<file path="src/rtl/egress_fsm_pkg.sv">
// Types and constants shared by the egress drainer and the ingress frame scanner
// (the state encoding also feeds the common waveform decode function).
package egress_fsm_pkg;

    localparam int                     AXIS_DATA_W   = 16;
    localparam logic [AXIS_DATA_W-1:0] SFD           = 16'hAAAB;
    localparam int                     DST_MAC_WORDS = 3;
    localparam int                     SRC_MAC_WORDS = 3;
    localparam int                     TYPE_WORDS    = 1;

    typedef struct packed {
        logic                   tvalid;
        logic [AXIS_DATA_W-1:0] tdata;
        logic                   tlast;
    } axis_source_t;

    typedef struct packed {
        logic tready;
    } axis_sink_t;

    typedef enum logic [4:0] {
        FS_NONE    = 5'b00000,
        FS_SFD     = 5'b00001,
        FS_DST_MAC = 5'b00011,
        FS_SRC_MAC = 5'b00101,
        FS_TYPE    = 5'b01001,
        FS_PAYLOAD = 5'b10001
    } frame_status;

    typedef enum logic [2:0] {
        ST_IDLE    = 3'd0,
        ST_DST_MAC = 3'd1,
        ST_SRC_MAC = 3'd2,
        ST_TYPE    = 3'd3,
        ST_PAYLOAD = 3'd4,
        ST_DISCARD = 3'd5
    } fsm_state_t;

    // Index of the final word of a header field, as seen by the 2-bit word counter.
    function automatic logic [1:0] hdr_last_idx(input fsm_state_t s);
        case (s)
            ST_DST_MAC: return 2'(DST_MAC_WORDS - 1);
            ST_SRC_MAC: return 2'(SRC_MAC_WORDS - 1);
            ST_TYPE:    return 2'(TYPE_WORDS - 1);
            default:    return 2'd0;
        endcase
    endfunction

    function automatic fsm_state_t hdr_next(input fsm_state_t s);
        case (s)
            ST_DST_MAC: return ST_SRC_MAC;
            ST_SRC_MAC: return ST_TYPE;
            default:    return ST_PAYLOAD;
        endcase
    endfunction

endpackage

</file>
<file path="src/rtl/egress_fsm_axis_reg_slice.sv">
// Two-entry AXIS register slice: takes a word every cycle the sink is ready, so a
// toggling tready never costs throughput. Usable on either side of the frame buffer.
module axis_reg_slice
    import egress_fsm_pkg::*;
(
    input  logic                   clk,
    input  logic                   reset_n,
    input  logic                   in_valid,
    input  logic [AXIS_DATA_W-1:0] in_data,
    input  logic                   in_last,
    output logic                   can_accept,
    output axis_source_t           out_source,
    input  axis_sink_t             out_sink
);

    logic [AXIS_DATA_W-1:0] data_q [2];
    logic                   last_q [2];
    logic                   wr_ptr;
    logic                   rd_ptr;
    logic [1:0]             count;
    logic                   push;
    logic                   pop;

    assign pop        = (count != 2'd0) && out_sink.tready;
    assign can_accept = (count != 2'd2) || pop;
    assign push       = in_valid && can_accept;

    always_ff @(posedge clk) begin
        if (!reset_n) begin
            wr_ptr <= 1'b0;
            rd_ptr <= 1'b0;
            count  <= 2'd0;
        end else begin
            if (push) wr_ptr <= !wr_ptr;
            if (pop)  rd_ptr <= !rd_ptr;
            count <= count + 2'(push) - 2'(pop);
        end
    end

    // Storage is never reset; the output mux zeroes it whenever the slice is empty.
    always_ff @(posedge clk) begin
        if (push) begin
            data_q[wr_ptr] <= in_data;
            last_q[wr_ptr] <= in_last;
        end
    end

    always_comb begin
        out_source = '0;
        if (count != 2'd0) begin
            out_source.tvalid = 1'b1;
            out_source.tdata  = data_q[rd_ptr];
            out_source.tlast  = last_q[rd_ptr];
        end
    end

endmodule

</file>
<file path="src/rtl/egress_fsm.sv">
// Egress drainer: pops complete frames from the FWFT frame buffer, checks the SFD,
// tracks header fields and forwards good frames to AXIS through a register slice.
module egress_fsm
    import egress_fsm_pkg::*;
#(
    parameter int                DATA_W   = 16,
    parameter logic [DATA_W-1:0] SFD_WORD = 16'hAAAB,
    parameter int                CNT_W    = 16
) (
    input  logic              clk,
    input  logic              reset_n,
    input  logic              buf_empty,
    input  logic [DATA_W-1:0] buf_rdata,
    input  logic              buf_rlast,
    input  logic              buf_frame_avail,
    output logic              buf_rd_en,
    output logic              buf_frame_done,
    input  logic              egress_en,
    output axis_source_t      egress_source,
    input  axis_sink_t        egress_sink,
    output frame_status       tx_status,
    output logic [CNT_W-1:0]  tx_frame_cnt,
    output logic [CNT_W-1:0]  drop_cnt,
    output logic              runt_err,
    output logic              underrun_err
);

    fsm_state_t state;
    logic [1:0] hdr_cnt;
    logic       slice_can_accept;
    logic       is_sfd;
    logic       pop;
    logic       push;

    function automatic logic [CNT_W-1:0] sat_inc(input logic [CNT_W-1:0] v);
        return (&v) ? v : v + CNT_W'(1);
    endfunction

    always_comb begin
        pop       = 1'b0;
        tx_status = FS_NONE;
        is_sfd    = (buf_rdata == SFD_WORD);
        case (state)
            ST_IDLE:    pop = buf_frame_avail && egress_en && !buf_empty && slice_can_accept;
            ST_DISCARD: pop = !buf_empty;
            default:    pop = !buf_empty && slice_can_accept;
        endcase
        // The buffer shares our reset, so nothing is popped while it is asserted.
        pop  = pop && reset_n;
        push = pop && (state != ST_DISCARD) && ((state != ST_IDLE) || is_sfd);
        case (state)
            ST_IDLE:    tx_status = (pop && is_sfd) ? FS_SFD : FS_NONE;
            ST_DST_MAC: tx_status = FS_DST_MAC;
            ST_SRC_MAC: tx_status = FS_SRC_MAC;
            ST_TYPE:    tx_status = FS_TYPE;
            ST_PAYLOAD: tx_status = FS_PAYLOAD;
            default:    tx_status = FS_NONE;
        endcase
    end

    assign buf_rd_en      = pop;
    assign buf_frame_done = pop && buf_rlast;

    axis_reg_slice u_slice (
        .clk        (clk),
        .reset_n    (reset_n),
        .in_valid   (push),
        .in_data    (buf_rdata),
        .in_last    (buf_rlast),
        .can_accept (slice_can_accept),
        .out_source (egress_source),
        .out_sink   (egress_sink)
    );

    always_ff @(posedge clk) begin
        if (!reset_n) begin
            state        <= ST_IDLE;
            hdr_cnt      <= 2'd0;
            tx_frame_cnt <= '0;
            drop_cnt     <= '0;
            runt_err     <= 1'b0;
            underrun_err <= 1'b0;
        end else begin
            runt_err <= 1'b0;
            if ((state != ST_IDLE) && buf_empty) underrun_err <= 1'b1;
            if (pop) begin
                case (state)
                    ST_IDLE: begin
                        hdr_cnt <= 2'd0;
                        if (is_sfd) begin
                            // A lone SFD word with rlast is treated as the shortest runt.
                            if (buf_rlast) begin
                                runt_err     <= 1'b1;
                                tx_frame_cnt <= tx_frame_cnt + CNT_W'(1);
                            end else begin
                                state <= ST_DST_MAC;
                            end
                        end else if (buf_rlast) begin
                            drop_cnt <= sat_inc(drop_cnt);
                        end else begin
                            state <= ST_DISCARD;
                        end
                    end
                    ST_DST_MAC, ST_SRC_MAC, ST_TYPE: begin
                        if (buf_rlast) begin
                            state        <= ST_IDLE;
                            hdr_cnt      <= 2'd0;
                            runt_err     <= 1'b1;
                            tx_frame_cnt <= tx_frame_cnt + CNT_W'(1);
                        end else if (hdr_cnt == hdr_last_idx(state)) begin
                            state   <= hdr_next(state);
                            hdr_cnt <= 2'd0;
                        end else begin
                            hdr_cnt <= hdr_cnt + 2'd1;
                        end
                    end
                    ST_PAYLOAD: begin
                        if (buf_rlast) begin
                            state        <= ST_IDLE;
                            tx_frame_cnt <= tx_frame_cnt + CNT_W'(1);
                        end
                    end
                    ST_DISCARD: begin
                        if (buf_rlast) begin
                            state    <= ST_IDLE;
                            drop_cnt <= sat_inc(drop_cnt);
                        end
                    end
                    default: state <= ST_IDLE;
                endcase
            end
        end
    end

endmodule

</file>
<file path="config.mk">
export PLATFORM = sky130hd
export DESIGN_NAME = egress_fsm
export DESIGN_NICKNAME = d
export VERILOG_FILES = /design/src/rtl/egress_fsm_pkg.sv /design/src/rtl/egress_fsm_axis_reg_slice.sv /design/src/rtl/egress_fsm.sv
export SDC_FILE = /design/constraint.sdc
export NUM_CORES = 1
export LEC_CHECK = 0
export CAP_MARGIN = 15
export CORE_MARGIN = 2
export CORE_UTILIZATION = 47
export CTS_BUF_LIST = sky130_fd_sc_hd__clkbuf_8
export CTS_CLUSTER_SIZE = 20
export DETAILED_ROUTE_END_ITERATION = 12
export HOLD_SLACK_MARGIN = 0.03
export PLACE_DENSITY_LB_ADDON = 0.3
export SLEW_MARGIN = 20
export SYNTH_ARGS = -nofsm -noshare
export SYNTH_HDL_FRONTEND = slang
export SYNTH_SLANG_ARGS = --single-unit
</file>
<file path="constraint.sdc">
create_clock -name clk -period 2.29 [get_ports clk]
set_input_delay 0.3435 -clock clk [delete_from_list [all_inputs] [get_ports clk]]
set_output_delay 0.3435 -clock clk [all_outputs]
set_load 0.005 [all_outputs]
</file>
==> Word level (Yosys, flattened, before mapping) <==
Memory sizes are Yosys's and may differ from the RTL's. A register that Yosys moved wholly into a read port is not among the register bits.
Index checks and enable logic that the tools add are counted.
{ "word_totals": {"register_bits": 43, "ramBits": 34, "input_bits": 23, "out_inout_bits": 59, "elab_cells": 99, "mem_count": 2} }
{ "memory_table": {"columns": ["name", "depth", "word_bits", "read_ports", "rd_clocked_by_memory_dff", "write_ports", "line_no", "rtl"], "rows": [
  ["u_slice.data_q", 2, 16, 1, 1, 1, "egress_fsm_axis_reg_slice.sv:16", "logic [AXIS_DATA_W-1:0] data_q [2];"],
  ["u_slice.last_q", 2, 1, 1, 1, 1, "egress_fsm_axis_reg_slice.sv:17", "logic last_q [2];"]
]} }
{ "classes": {"add_sub_neg": 5, "eq_ne": 14, "n_mux": 36, "n_reduce_logical": 33} }
{ "op_table": {"columns": ["operator", "count"], "rows": [
  ["two-way mux 16 bit", 5],
  ["one-hot mux 16 bit (2 select lines)", 2],
  ["adder 16 x 1 -> 16 bit (second input constant)", 2],
  ["one-hot mux 5 bit (5 select lines)", 1],
  ["two-way mux 18 bit", 1],
  ["two-way mux 3 bit", 6],
  ["== test 16 bit (second input constant)", 1],
  ["AND reduction 16 bit", 1],
  ["two-way mux 2 bit", 7],
  ["logical AND 1 bit", 12],
  ["two-way mux 1 bit", 9],
  ["one-hot mux 3 bit (3 select lines)", 1],
  ["!= test 2 bit (second input constant)", 4],
  ["nonzero test 2 bit", 4],
  ["== test 3 x 2 -> 1 bit (second input constant)", 2],
  ["== test 3 bit (second input constant)", 2],
  ["!= test 3 bit (second input constant)", 2],
  ["one-hot mux 3 bit (2 select lines)", 1],
  ["AND reduction 3 bit", 2],
  ["one-hot mux 1 bit (2 select lines)", 2],
  ["one-hot mux 2 bit (2 select lines)", 1],
  ["AND reduction 2 bit", 2],
  ["AND reduction 4 bit", 1],
  ["OR reduction 2 bit", 2],
  ["other kinds (12)", 15]
]} }

==> Longest topological paths before layout <==
{ "logic_depth": {"ltp_word": 12, "mapped_depth": 8, "depth_no_buf": 8} }

==> Hierarchy <==
From an unflattened synthesis, not the netlist that was laid out.
{ "unflattened": {"cells_unflattened": 372, "hier_area_um2": 3794.9} }
{ "modules_own_cells": {"columns": ["module", "n_inst", "cells_per_inst", "area_per_inst_um2", "seq_area_each_um2"], "rows": [
  ["egress_fsm", 1, 273, 2267.2, 780.7],
  ["axis_reg_slice", 1, 99, 1527.7, 1121.1]
]} }

==> Least setup slack after synthesis <==
No wires, ideal clock.
{ "synth_timing": {"path_kind": "input to register", "startpoint": "in buf_rdata[10]", "endpoint": "mem u_slice.data_q[0][0], enable pin", "setup_ns": 0.392, "t_arrival_ns": 2.051, "required_ns": 1.898, "setup_slack_ns": -0.154, "stages": 4, "n_path_buf": 0, "path_cell_list": "nand4bb_1 -> nor4_2 -> o211a_1 -> nor2b_1"} }
{ "synth_between": {"elab_chain_cells": 6} }
{ "synth_rtl": {"columns": ["item", "line_no", "rtl"], "rows": [
  ["start: declaration", "egress_fsm.sv:13", "input logic [DATA_W-1:0] buf_rdata,"],
  ["== test 16 bit", "egress_fsm.sv:42", "is_sfd = (buf_rdata == SFD_WORD);"],
  ["logical OR 1 bit", "egress_fsm.sv:50", "push = pop && (state != ST_DISCARD) && ((state != ST_IDLE) || is_sfd);"],
  ["logical AND 1 bit", "egress_fsm.sv:50", null],
  ["logical AND 1 bit", "egress_fsm_axis_reg_slice.sv:26", "assign push = in_valid && can_accept;"],
  ["two-way mux 1 bit", "egress_fsm_axis_reg_slice.sv:42", "if (push) begin"],
  ["two-way mux 1 bit (not written as such)", "egress_fsm_axis_reg_slice.sv:43", "data_q[wr_ptr] <= in_data;"],
  ["end: declaration", "egress_fsm_axis_reg_slice.sv:16", null]
]} }
Every way passes these cells.

==> Worst setup path after layout <==
{ "layout_timing": {"startpoint": "in buf_rdata[7]", "endpoint": "reg tx_frame_cnt[9]"} }
{ "layout_between": {"elab_chain_cells": 3} }
{ "layout_rtl": {"columns": ["item", "line_no", "rtl"], "rows": [
  ["== test 16 bit", "egress_fsm.sv:42", null],
  ["!= test 2 bit (no source line)", null, null],
  ["AND reduction 3 bit (no source line)", null, null],
  ["end signal: assignment", "egress_fsm.sv:94", "tx_frame_cnt <= tx_frame_cnt + CNT_W'(1);"],
  ["end signal: assignment", "egress_fsm.sv:109", "tx_frame_cnt <= tx_frame_cnt + CNT_W'(1);"],
  ["end signal: assignment", "egress_fsm.sv:120", "tx_frame_cnt <= tx_frame_cnt + CNT_W'(1);"],
  ["end: declaration", "egress_fsm.sv:22", "output logic [CNT_W-1:0] tx_frame_cnt,"]
]} }
Every way passes these cells.
A chain may end at the register's enable or synchronous reset.

==> impl_metrics.tcl <==
set metrics [dict create \
    syn_nets 381 \
    p_int_uw 2410 \
    startpoint_type "input pin" \
    rsz0062_at_grt "true" \
    drtIter0Drc 144 \
    synth_area_um2 3690 \
    synth_top_area_share_pct 27.7 \
    row_count 32 \
    seqCellArea_um2 1900 \
    maxCapViolations 0 \
    hpwl_um 5810 \
    yosys-top-cells-count "dfxtp_1, edfxtp_1, nor2_1" \
    port_buffers 81 \
    crit_type "in2reg" \
    synth_edf_count 34 \
    place.gp.congestion 0.826 \
    design.final.nets 496 \
    drt-total-wl_um 8770 \
    status "finished, final reports clean" \
    p_leak_uw 0.00185 \
    setup_viol 0 \
    grt_usage_pct 20.6 \
    finalCriticalPeriod_ns 2.27 \
    skew_ns 0.00997 \
    crit_path_max_fanout 6 \
    synth_compound_area_share_pct 12.4 \
    avgSynthCellArea_um2 10.4 \
    grt_max_degree 32 \
    yosysTopAreaCell "edfxtp_1" \
    placed_cells 557 \
    pwr-share-clk_pct 34.2 \
    grt_pass1_vias 3045 \
    cts_root_buffer "clkbuf_8" \
    slew_headroom_pct 64.0 \
    coreArea_um2 7690 \
    cts-buffers-inserted 9 \
    pwr-share-comb_pct 19.1 \
    clock_latency_ns 0.35 \
    syn_to_final_growth_pct 42.3 \
    dieArea_um2 8580 \
    ys_ff_latch 78 \
    worstMarginPinSlew_ns 0.536 \
    synth_area_leaders "edfxtp_1, dfxtp_1, mux2i_1" \
    overflow 0 \
    cts_buffer_depth 2 \
    viasPerCell 5.57 \
    finalHoldViolations 0 \
    tritoncts "done" \
    synthArstFlopShare_pct 0 \
    wl_per_cell_um 15.2 \
    maxSlewViolCount 0 \
    num_io_pins 82 \
    start_util_pct 48.0 \
    drive_above_1_share_pct 16.5 \
    n_fill_cell 599 \
    period_share_pct 99.1 \
    ys.flop_type "dfxtp_1" \
    peakVddDrop_v 0.000240 \
    yosys.area_share.simple_pct 22.5 \
    seq_area_frac_synth_pct 51.5 \
    netSwitchingFraction_pct 24.3 \
    cts_hold_buffers 0 \
    grt_pass1_wl_um 14000 \
    netSwitchingPower_uw 772 \
    power.density_nw_per_um2 606 \
    timing.final.ws_setup_ns 0.0203 \
    cts.clk_slew.worst_paths_ns 0.08 \
    cts_num_sinks 78 \
    reg2reg_slack_ns 0.22 \
    hp-class "in2reg" \
    cp-end-kind "flop" \
    antenna_found_initial 0 \
    fmaxAchievable_ghz 0.441 \
    yosys_warnings 0 \
    synth_cell_types 50 \
    die_w_um 92.6 \
    num_vias 3210 \
    yosysMostFrequentCell "dfxtp_1" \
    antenna_left 0 \
    fin_cells 576 \
    dpl_worst_slack_ns -0.399 \
    n_antenna_cell 0 \
    pwr-share-seq_pct 46.7 \
    synthCells 354 \
    synthAdderAreaFrac_pct 1.36 \
    synth_xor_area_share_pct 1.42 \
    die_h_um 92.6 \
    cp.required_ns 2.52 \
    cp_data_arrival_time_ns 2.50 \
    synth_top_family_by_area "simple AND/OR/NAND/NOR gates" \
    synthMuxAreaShare_pct 7.59 \
    multi_input_area_um2 1810 \
    drc 0 \
    cts_max_level 3 \
    first_pass_iters 4 \
]
[worst paths after layout]
path	startpoint	to	cells past startpoint
min	buf_rdata[15]	u_slice.data_q[0][15]$_DFFE_PP_	1
max reg2reg	state[0]$_SDFFE_PN0P_	drop_cnt[6]$_SDFFE_PN0P_	9
max	buf_rdata[7]	tx_frame_cnt[9]$_SDFFE_PN0P_	10
min reg2reg	tx_frame_cnt[15]$_SDFFE_PN0P_	tx_frame_cnt[15]$_SDFFE_PN0P_	2
[final cells by class]
type	instances	share of cell area [%]
Clock buffer	9	2.36
Timing Repair Buffer	121	22.1
Clock inverter	7	1.60
Inverter	10	0.762
Sequential cell	78	36.2
Tap cell	102	2.43
Multi-Input combinational cell	249	34.5
[power by group through the flow]
stage / Combinational [uW] / Sequential (uW) / Clock (uW)
after detailed placement: 607 / 1520 / 0
after global placement: 598 / 1520 / 0
after floorplan: 279 / 1520 / 0
after global routing: 669 / 1490 / 1160
after CTS: 613 / 1490 / 1110
final: 609 / 1490 / 1090
[flip-flops by register name (all words and copies together), names as in the netlist, named ones only]
| register | cells |
|---|---|
| hdr_cnt | 2 |
| drop_cnt | 16 |
| runt_err | 1 |
| u_slice.last_q | 2 |
| u_slice.wr_ptr | 1 |
| state | 3 |
| underrun_err | 1 |
| u_slice.count | 2 |
| u_slice.rd_ptr | 1 |
| u_slice.data_q | 32 |
| tx_frame_cnt | 16 |
[what timing repair did]
item                                   CTS  global route
cloned                                   0             1
setup buffers                            2             0
setup endpoints to repair                9            16
resized for setup                        8            24
pin swaps                                2             8
endpoints found under the hold margin    0             0
[worst max-delay path, stage by stage]
cell,delay [ns]
clkdlybuf4s50_1,0.52
nand4b_1,0.20
nor4_4,0.30
buf_4,0.16
buf_4,0.11
buf_6,0.12
o211ai_4,0.12
buf_4,0.18
o31ai_1,0.34
a21oi_2,0.10
[per-layer routing]
metal	GRT usage, %	vias to the layer above	part of all wire (%)
li1	-	1573	-
met1	24.6	1534	43
met2	35.2	89	49
met3	5.70	14	6.0
met4	8.09	0	1.5
met5	0	-	0
[cells in the final DEF, fill, tap and decap left out, types with 4 or more instances in the layout]
master,n
or4_1,11
mux2i_1,28
edfxtp_1,34
o41ai_1,4
a21oi_1,19
o31ai_1,16
o211ai_1,4
nand3_1,14
and4_1,4
clkbuf_8,9
nand2b_1,12
nor2_1,30
ha_1,4
dfxtp_1,44
nor4_1,4
nand4_1,9
and2_1,7
inv_1,11
dlymetal6s2s_1,4
clkdlybuf4s50_1,74
nor2b_1,4
nand2_1,23
buf_4,34
[cells by family (layout without fill, tap and decap cells)]
logic type / after synthesis / after routing
AO/OA/AOI/OAI: 64 / 65
XOR/XNOR: 6 / 6
adder cells (fa/ha/maj): 4 / 4
buffers and inverters: 28 / 147
flip-flops: 78 / 78
multiplexers: 28 / 28
AND/OR/NAND/NOR: 146 / 146
[stage by stage]
step,TNS [ns],utilization [%],area (um^2),hold WS [ns],total power (uW)
floorplan,0,-,3690,0.442,1790
global placement,-9.77,63.4,4870,0.455,2110
detailed placement,-11.04,63.4,4870,0.458,2120
CTS,-0.00268,66.8,5140,0.474,3210
global route,-0.0394,68.3,5250,0.306,3320
finish,0,68.3,5250,0.294,3180
Power figures use the tool's default switching activity.
